## src/rtl/prbs_pkg.sv

```systemverilog
// prbs_pkg: shared definitions for the 5-bit PRBS (x^5+x^3+1) generator/checker
// family. Holds the sequence length, the feedback taps (identical to the
// generator's), the checker state encoding and the bit-prediction helper.
package prbs_pkg;

  localparam int PRBS_LEN = 5;

  // Feedback taps into the history word, where h[0] is the newest bit:
  // b[n] = b[n-5] ^ b[n-3]  ->  h[4] ^ h[2].
  localparam int TAP_A = 4;
  localparam int TAP_B = 2;

  typedef enum logic [0:0] {
    SEED = 1'b0,
    LOCK = 1'b1
  } state_e;

  // Next expected stream bit given the last PRBS_LEN received bits.
  function automatic logic prbs_pred(input logic [PRBS_LEN-1:0] h);
    return h[TAP_A] ^ h[TAP_B];
  endfunction

endpackage

```

## src/rtl/prbs5_hist.sv

```systemverilog
// prbs5_hist: 5-bit stream history register with the recurrence predictor.
//   clk      in   clock, rising edge
//   rst      in   synchronous active-high reset (history to zero)
//   clear    in   synchronous clear of the history (loss of lock)
//   shift_en in   shift one bit into the history this cycle
//   use_pred in   1: shift in the predicted bit (flywheel), 0: shift in in_bit
//   in_bit   in   received stream bit
//   pred     out  predicted next bit from the current history
//   h_zero   out  the history that a shift this cycle would produce is all-zero
module prbs5_hist
  import prbs_pkg::*;
(
  input  logic clk,
  input  logic rst,
  input  logic clear,
  input  logic shift_en,
  input  logic use_pred,
  input  logic in_bit,
  output logic pred,
  output logic h_zero
);

  logic [PRBS_LEN-1:0] h_r;
  logic [PRBS_LEN-1:0] h_shift_s;
  logic                shift_bit_s;
  logic                pred_s;

  // Prediction, shift-in selection and the candidate next history.
  always_comb begin
    pred_s = prbs_pred(h_r);
    if (use_pred) begin
      shift_bit_s = pred_s;
    end else begin
      shift_bit_s = in_bit;
    end
    h_shift_s = {h_r[PRBS_LEN-2:0], shift_bit_s};
  end

  // History register; clear takes priority over shifting.
  always_ff @(posedge clk) begin
    if (rst) begin
      h_r <= 5'b00000;
    end else if (clear) begin
      h_r <= 5'b00000;
    end else if (shift_en) begin
      h_r <= h_shift_s;
    end else begin
      h_r <= h_r;
    end
  end

  assign pred   = pred_s;
  // Lookup state of the LFSR: an all-zero history must never be locked onto.
  assign h_zero = (h_shift_s == 5'b00000);

endmodule

```

## config.mk

```make
export PLATFORM = sky130hd
export DESIGN_NAME = prbs5_hist
export DESIGN_NICKNAME = d
export VERILOG_FILES = /design/src/rtl/prbs_pkg.sv /design/src/rtl/prbs5_hist.sv
export SDC_FILE = /design/constraint.sdc
export NUM_CORES = 1
export LEC_CHECK = 0
export ABC_AREA = 1
export ABC_CLOCK_PERIOD_IN_PS = 1060
export BUFFER_PORTS_ARGS = -buffer_cell sky130_fd_sc_hd__buf_2
export CELL_PAD_IN_SITES_DETAIL_PLACEMENT = 0
export CELL_PAD_IN_SITES_GLOBAL_PLACEMENT = 2
export CORE_AREA = 4 4 41 43
export DETAILED_ROUTE_END_ITERATION = 10
export DIE_AREA = 0 0 45 47
export PLACE_DENSITY = 0.66
export SLEW_MARGIN = 20
export SYNTH_ARGS = -nofsm -noshare
export SYNTH_HDL_FRONTEND = slang
export SYNTH_SLANG_ARGS = --single-unit
export TNS_END_PERCENT = 50
```

## constraint.sdc

```tcl
create_clock -name clk -period 1.06 [get_ports clk]
set_input_delay 0.159 -clock clk [delete_from_list [all_inputs] [get_ports clk]]
set_output_delay 0.159 -clock clk [all_outputs]
set_load 0.02 [all_outputs]
```

# Yosys cells after proc, flatten, opt, wreduce, memory -nomap -nowiden
# Cells that the tools add are included.
# totals
mem_bits_rw,0
latchBits,0
input_bits,6
out_inout_bits,2
register_bits,5
word_cells,5
mem_count,0
romBits,0
# classes
mul,0
n_shift,0
n_bitwise,1
n_mux,1
n_div,0
add_sub_neg,0
eq_ne,0
n_reduce_logical,2
order_cmp,0
# op_table
op,count
$logic_not 5->1,1
$reduce_or 2->1,1
$mux 1,1
$xor 1x1->1,1

# Depth between registers and ports, before layout
# Gate-level depths: netlist (run 1).
# depth
word_depth,3
ltp_mapped,6
depth_no_buf,6

# Worst setup path before layout (run 1)
# No wires, ideal clock.
# synth_path
path_kind,register to output
start,register h_r[2]
end,output port h_zero
t_required_ps,901
path_buffers,0
t_arrival_ps,835
slack_ps,66
stages_incl_launch_ff,6
cell_sequence,dfxtp_1 -> inv_1 -> nand2_1 -> nand3_1 -> nand2_1 -> nor2_1
# synth_via
elab_chain_len,3
# synth_lines
item,line,text
start: declaration,prbs5_hist.sv:23,logic [PRBS_LEN-1:0] h_r;
start signal: assignment,prbs5_hist.sv:46,h_r <= h_shift_s;
start signal: assignment,prbs5_hist.sv:48,h_r <= h_r;
$xor 1x1->1,prbs_pkg.sv:20,return h[TAP_A] ^ h[TAP_B];
$mux 1,prbs5_hist.sv:31,if (use_pred) begin
$logic_not 5->1 (*),prbs5_hist.sv:54,assign h_zero = (h_shift_s == 5'b00000);
end: declaration,prbs5_hist.sv:20,output logic h_zero
# Mark *: on every way between the ends. The rest lies on a longest branch, timed or not.

# Worst setup path after layout (run 1)
# Same ends and word-level chain as after synthesis.

==> results.cfg, run 1 <==
[critical_path]
crit_chain = inv_2 > nand2_2 > nand3_2 > nand2_1 > nor2_1 > buf_4
crit_path_end_kind = primary output
cp-start-kind = flop
slowest_stage = dfxtp_2
arrival_ns = 1.01
worstPathRequired_ns = 0.90
crit_type = flop to primary output
max_stage_delay_ns = 0.33
path_max_fanout = 3

[synthesis]
syn-cell-area_um2 = 235
synthXorXnorAreaFrac_pct = 0
yosys.area_share.simple_pct = 31.4
synth_fa_ha_area_share_pct = 0
ys_ff_latch = 5
synthMuxAreaShare_pct = 0
synth_cell_types = 10
syn_nets = 39
synth_compound_area_share_pct = 16.5
synth_top_family_by_area = simple AND/OR/NAND/NOR gates
syn_inst = 33
yosysSeqAreaShare_pct = 42.6
syn_area_per_cell_um2 = 7.13
yosysWarningCount = 0

[global_routing]
grt_pass1_vias = 273
grt_first_pass_wirelength_um = 1100
grt_max_degree = 7
antenna_found_initial = 0
met3_usage_pct = 3.83
gr-usage-met1_pct = 8.20
gr-usage-met2_pct = 11.3
grt-ovfl-total = 0
grt_busiest_layer = met2
grt_usage_pct = 7.51

[die]
dieHeight_um = 47
die_area_um2 = 2120
num_io_pins = 8
core_area_um2 = 1300
start_util_pct = 18.1
rows = 13
die_w_um = 45

[timing]
fin_crit_sh_pct = 110
setup_viol = 3
finalHoldViolCount = 0
slew_headroom_pct = 88.6
worstMarginPinSlew_ns = 0.171
finClkSkew_ns = 0.00564
rsz0062_at_grt = true
maxSlewViolCount = 0
setup_slack_ns = -0.110
clock.fmax_mhz = 854
period_needed_ns = 1.17

[pwr]
peakVddDrop_uv = 387
p_leak_nw = 0.184
powerDensity_nw_per_um2 = 1350
power_mw = 0.516

[clock_network]
cts_tree = done
cts_made_buffers = 3
clk_pin_slew_ns = 0.05
htreeDepth = 1
clock_path_buffers = 2
clock_sinks = 5
clock_latency_ns = 0.25
clockRootBuffer = clkbuf_4
cts_hold_repair.buffers = 0

[status]
outcome = complete, but fails checks
violations = negative setup slack

[flow_run]
cap_violations = 0

[drt]
wl_um = 594
postRouteAntennaNets = 0
viasPerCell = 4.06
first_pass_iters = 2
first_iter_violations = 3
drcViolationCount = 0
routedWlPerCell_um = 9.14
dr_total_vias = 264

[final_layout]
final_cells = 65
nets = 57
synthToLayoutAreaGrowth_pct = 62.2
finish.utilization_pct = 29.3
drive_above_1_share_pct = 52.0
reg_top3 = h_r x5
largest_reg_flops = 5
multi_input_comb_area_um2 = 123
diodes = 0
largest_register = h_r
fillCellCount = 162
ff_latch_area_um2 = 103

[placement]
gp_congestion = 0.642
dp_cells = 56
dp_slack_ns = 0.0924
io_buffers = 7

[worst_hold_path]
hold_path_class = input port to flop
## through the flow
step	TNS, ns	hold slack, ns	cell area, um2
floorplan	0	0.252	235
global placement	0	0.453	297
detailed placement	0	0.453	297
CTS	-0.184	0.194	375
global route	-0.353	0.208	382
finish	-0.175	0.191	382
## cell usage in the layout (no fill, tap or decap)
cell / instances
clkbuf_1: 1
a21oi_2: 1
nand2_1: 4
inv_1: 3
nand3_1: 1
inv_2: 3
buf_4: 7
clkbuf_4: 3
and2_1: 1
a211oi_1: 4
buf_2: 5
nand3_2: 1
dfxtp_1: 3
nor2_1: 7
or2_4: 1
dfxtp_2: 2
nand2_2: 2
buf_6: 1
## path summary, 6_finish.rpt
path | from | cells past startpoint | endpoint | slack, ns
setup / recovery | h_r[2] | 6 | h_zero | -0.11
hold / removal | shift_en | 2 | h_r[1] | 0.19
setup reg to reg | h_r[2] | 9 | h_r[0] | -0.02
hold reg to reg | h_r[3] | 2 | h_r[4] | 0.51
## final cells by class
class | instances | area share (%)
clock buffers | 4 | 6.89
multi-input cells | 22 | 32.1
flip-flops and latches | 5 | 26.9
repair buffers | 13 | 23.3
inverters | 6 | 5.90
well taps | 15 | 4.92
## worst max-delay path, delay by kind of cell (launching register included)
kind / cells / cell delay (ns)
AND/OR/NAND/NOR: 4 / 0.24
flip-flops: 1 / 0.33
buffers and inverters: 2 / 0.20
## cells by family (layout without fill, tap and decap cells)
logic type,after synthesis,in the layout
buffers and inverters,6,23
AO/OA/AOI/OAI,5,5
AND/OR/NAND/NOR,17,17
flip-flops,5,5
## where the power goes
| part | internal [mW] | leakage [nW] | switching, mW | total [mW] |
|---|---|---|---|---|
| clock network | 0.143 | 0.0150 | 0.0854 | 0.228 |
| logic | 0.0427 | 0.128 | 0.0438 | 0.0866 |
| registers | 0.196 | 0.0417 | 0.00501 | 0.201 |
| total | 0.381 | 0.184 | 0.134 | 0.516 |
## routing by layer
layer,vias up,routed length (um)
met5,-,0
met4,0,8
met3,2,66
met2,10,255
met1,114,263
li1,138,-
## timing repair
item	CTS	global route
endpoints found under the setup margin	2	3
pin swaps	1	0
setup buffers	5	0
resized for setup	8	2
## synth_stat cells
master | count | share of area, %
nor2_1 | 7 | 11
inv_1 | 5 | 8.0
nand2_1 | 6 | 9.6
a211oi_1 | 4 | 13
inv_2 | 1 | 1.6
nand3_1 | 2 | 4.3
or2_4 | 1 | 3.7
dfxtp_1 | 5 | 43
a21oi_2 | 1 | 3.7
and2_1 | 1 | 2.7
(Power assumes the default switching activity.)
==> run 2: changes to the inputs <==
CELL_PAD_IN_SITES_DETAIL_PLACEMENT = default   (was 0)
CELL_PAD_IN_SITES_GLOBAL_PLACEMENT = default   (was 2)
PLACE_DENSITY = 0.46   (was 0.66)
==> run 2 against run 1 <==
Compared with the run above:
- final area fell by 9.5%
- sequential share of layout area rose by 2.5 points
- hold slack improved by 0.0041 ns
- die area did not move
- the run still ends with negative setup slack left
- first-iteration DRC count rose to 4.0 times the previous value
- sequential cell count did not move
- combinational power fell by 12%
- critical endpoint unchanged
- maximum frequency rose by 0.28%
- count of clock-buffer cells in the layout did not move
- non-clock buffer count fell by 5
- via count fell by 13%
- register-to-register slack improved by 0.25 ns
==> results.cfg, run 2 (synthesized netlist as in run 1, its figures left out) <==
[status]
outcome = complete, but fails checks
violations = negative setup slack

[clock_network]
clock_sinks = 5
clock_latency_ns = 0.24
cts_made_buffers = 3
clock_path_buffers = 2
cts_hold_repair.buffers = 0
htreeDepth = 1
clockRootBuffer = clkbuf_4
cts_tree = done
clk_pin_slew_ns = 0.04

[timing]
worstMarginPinSlew_ns = 0.180
setup_viol = 2
slew_headroom_pct = 87.9
maxSlewViolCount = 0
fin_tns_setup_ns = -0.146
setup_slack_ns = -0.107
fin_crit_sh_pct = 110
finalHoldViolCount = 0
rsz0062_at_grt = true
finClkSkew_ns = 0.00495
clock.fmax_mhz = 857
period_needed_ns = 1.17

[global_routing]
grt_first_pass_wirelength_um = 814
antenna_found_initial = 0
grt-ovfl-total = 0
grt_usage_pct = 5.78
grt_max_degree = 7
grt_pass1_vias = 201

[critical_path]
crit_chain = inv_2 > nand2_2 > nand3_2 > nand2_1 > nor2_1 > buf_4
crit_path_end_kind = primary output
cp_num_buf_inv = 2
arrival_ns = 1.01
worstPathRequired_ns = 0.90
path_max_fanout = 3
r2r-end = h_r[2]
max_stage_delay_ns = 0.33
r2r_slack_ns = 0.23
crit_family = flip-flops
critical_path.startpoint = h_r[2]
ff2ff_path_depth = 3
slowest_stage = dfxtp_2
cp-start-kind = flop
r2r_start = h_r[2]
crit_type = flop to primary output

[worst_hold_path]
hold_path_class = input port to flop
hold_path_depth = 2
hold-path-endpoint = h_r[3]
hold_start = shift_en

[die]
die_w_um = 45
die_area_um2 = 2120
dieHeight_um = 47
num_io_pins = 8
core_area_um2 = 1300
start_util_pct = 18.1
rows = 13

[drt]
viasPerCell = 3.85
dr_total_vias = 231
drcViolationCount = 0
postRouteAntennaNets = 0
first_iter_violations = 12
wl_um = 458
first_pass_iters = 4
routedWlPerCell_um = 7.63

[pwr]
power_mw = 0.492
peakVddDrop_uv = 378
powerDensity_nw_per_um2 = 1430
p_leak_nw = 0.163

[placement]
io_buffers = 7
gp_congestion = 0.681
dpl.hpwl_um = 364

[final_layout]
diodes = 0
nets = 52
final_cell_mix = nor2_1, buf_2, nand2_1, a211oi_1, dfxtp_1
synthToLayoutAreaGrowth_pct = 46.8
reg_top3 = h_r x5
drive_above_1_share_pct = 46.7
largest_reg_flops = 5
fillCellCount = 151
largest_register = h_r
layout_commonest_cell = nor2_1
finish.utilization_pct = 26.5

[flow_run]
cap_violations = 0
## run 2: cell count changes in the layout (fill, tap and decap cells not counted)
cell     before  now
buf_4         7    2
dfxtp_2       2    1
nor2_2        0    1
dfxtp_1       3    4
nor2_1        7    6
## run 2: worst max-delay path by stage
| stage | slack [ns] | endpoint | cells past startpoint |
|---|---|---|---|
| floorplan | 0.07 | h_zero | 5 |
| global placement | 0.05 | h_zero | 6 |
| detailed placement | 0.05 | h_zero | 6 |
| CTS | -0.12 | h_zero | 6 |
| global route | -0.19 | h_zero | 6 |
| finish | -0.11 | h_zero | 6 |
## run 2: per-stage QoR
stage | setup slack [ns] | hold WS [ns] | std cells | cell area [um2]
floorplan | 0.0656 | 0.252 | 33 | 235
global placement | 0.0545 | 0.442 | 55 | 289
detailed placement | 0.0503 | 0.441 | 55 | 289
CTS | -0.116 | 0.184 | 60 | 343
global route | -0.189 | 0.206 | 60 | 345
finish | -0.107 | 0.195 | 60 | 345
## run 2: cell type report
cell class / count / area, um2 / share of cell area (%)
Clock buffer: 4 / 26.3 / 7.61
Inverter: 6 / 22.5 / 6.52
Multi-Input combinational cell: 22 / 125 / 36.2
Sequential cell: 5 / 101 / 29.3
Tap cell: 15 / 18.8 / 5.43
Timing Repair Buffer: 8 / 51.3 / 14.9
## run 2: worst register-to-register path, stage by stage (launching register included)
cell and delay [ns]:
dfxtp_2 0.35, inv_2 0.05, buf_4 0.13, a211oi_1 0.22
## run 2: repair_timing
item	CTS	global route
gates resized for setup	9	1
buffers inserted	1	0
setup endpoints to repair	2	2
hold endpoints to repair	0	0
pin swaps	0	0
## run 2: power by group
group	internal (mW)	switching [mW]
Clock	0.142	0.0729
Sequential	0.196	0.00537
Combinational	0.0354	0.0406
Total	0.373	0.119
## run 2: routing by layer
metal | GRT usage, % | wire [um] | share of wire [%]
met2 | 5.93 | 179 | 39
met4 | 7.02 | 0 | 0
met5 | 0 | 0 | 0
met3 | 2.30 | 51 | 11
met1 | 7.76 | 227 | 50
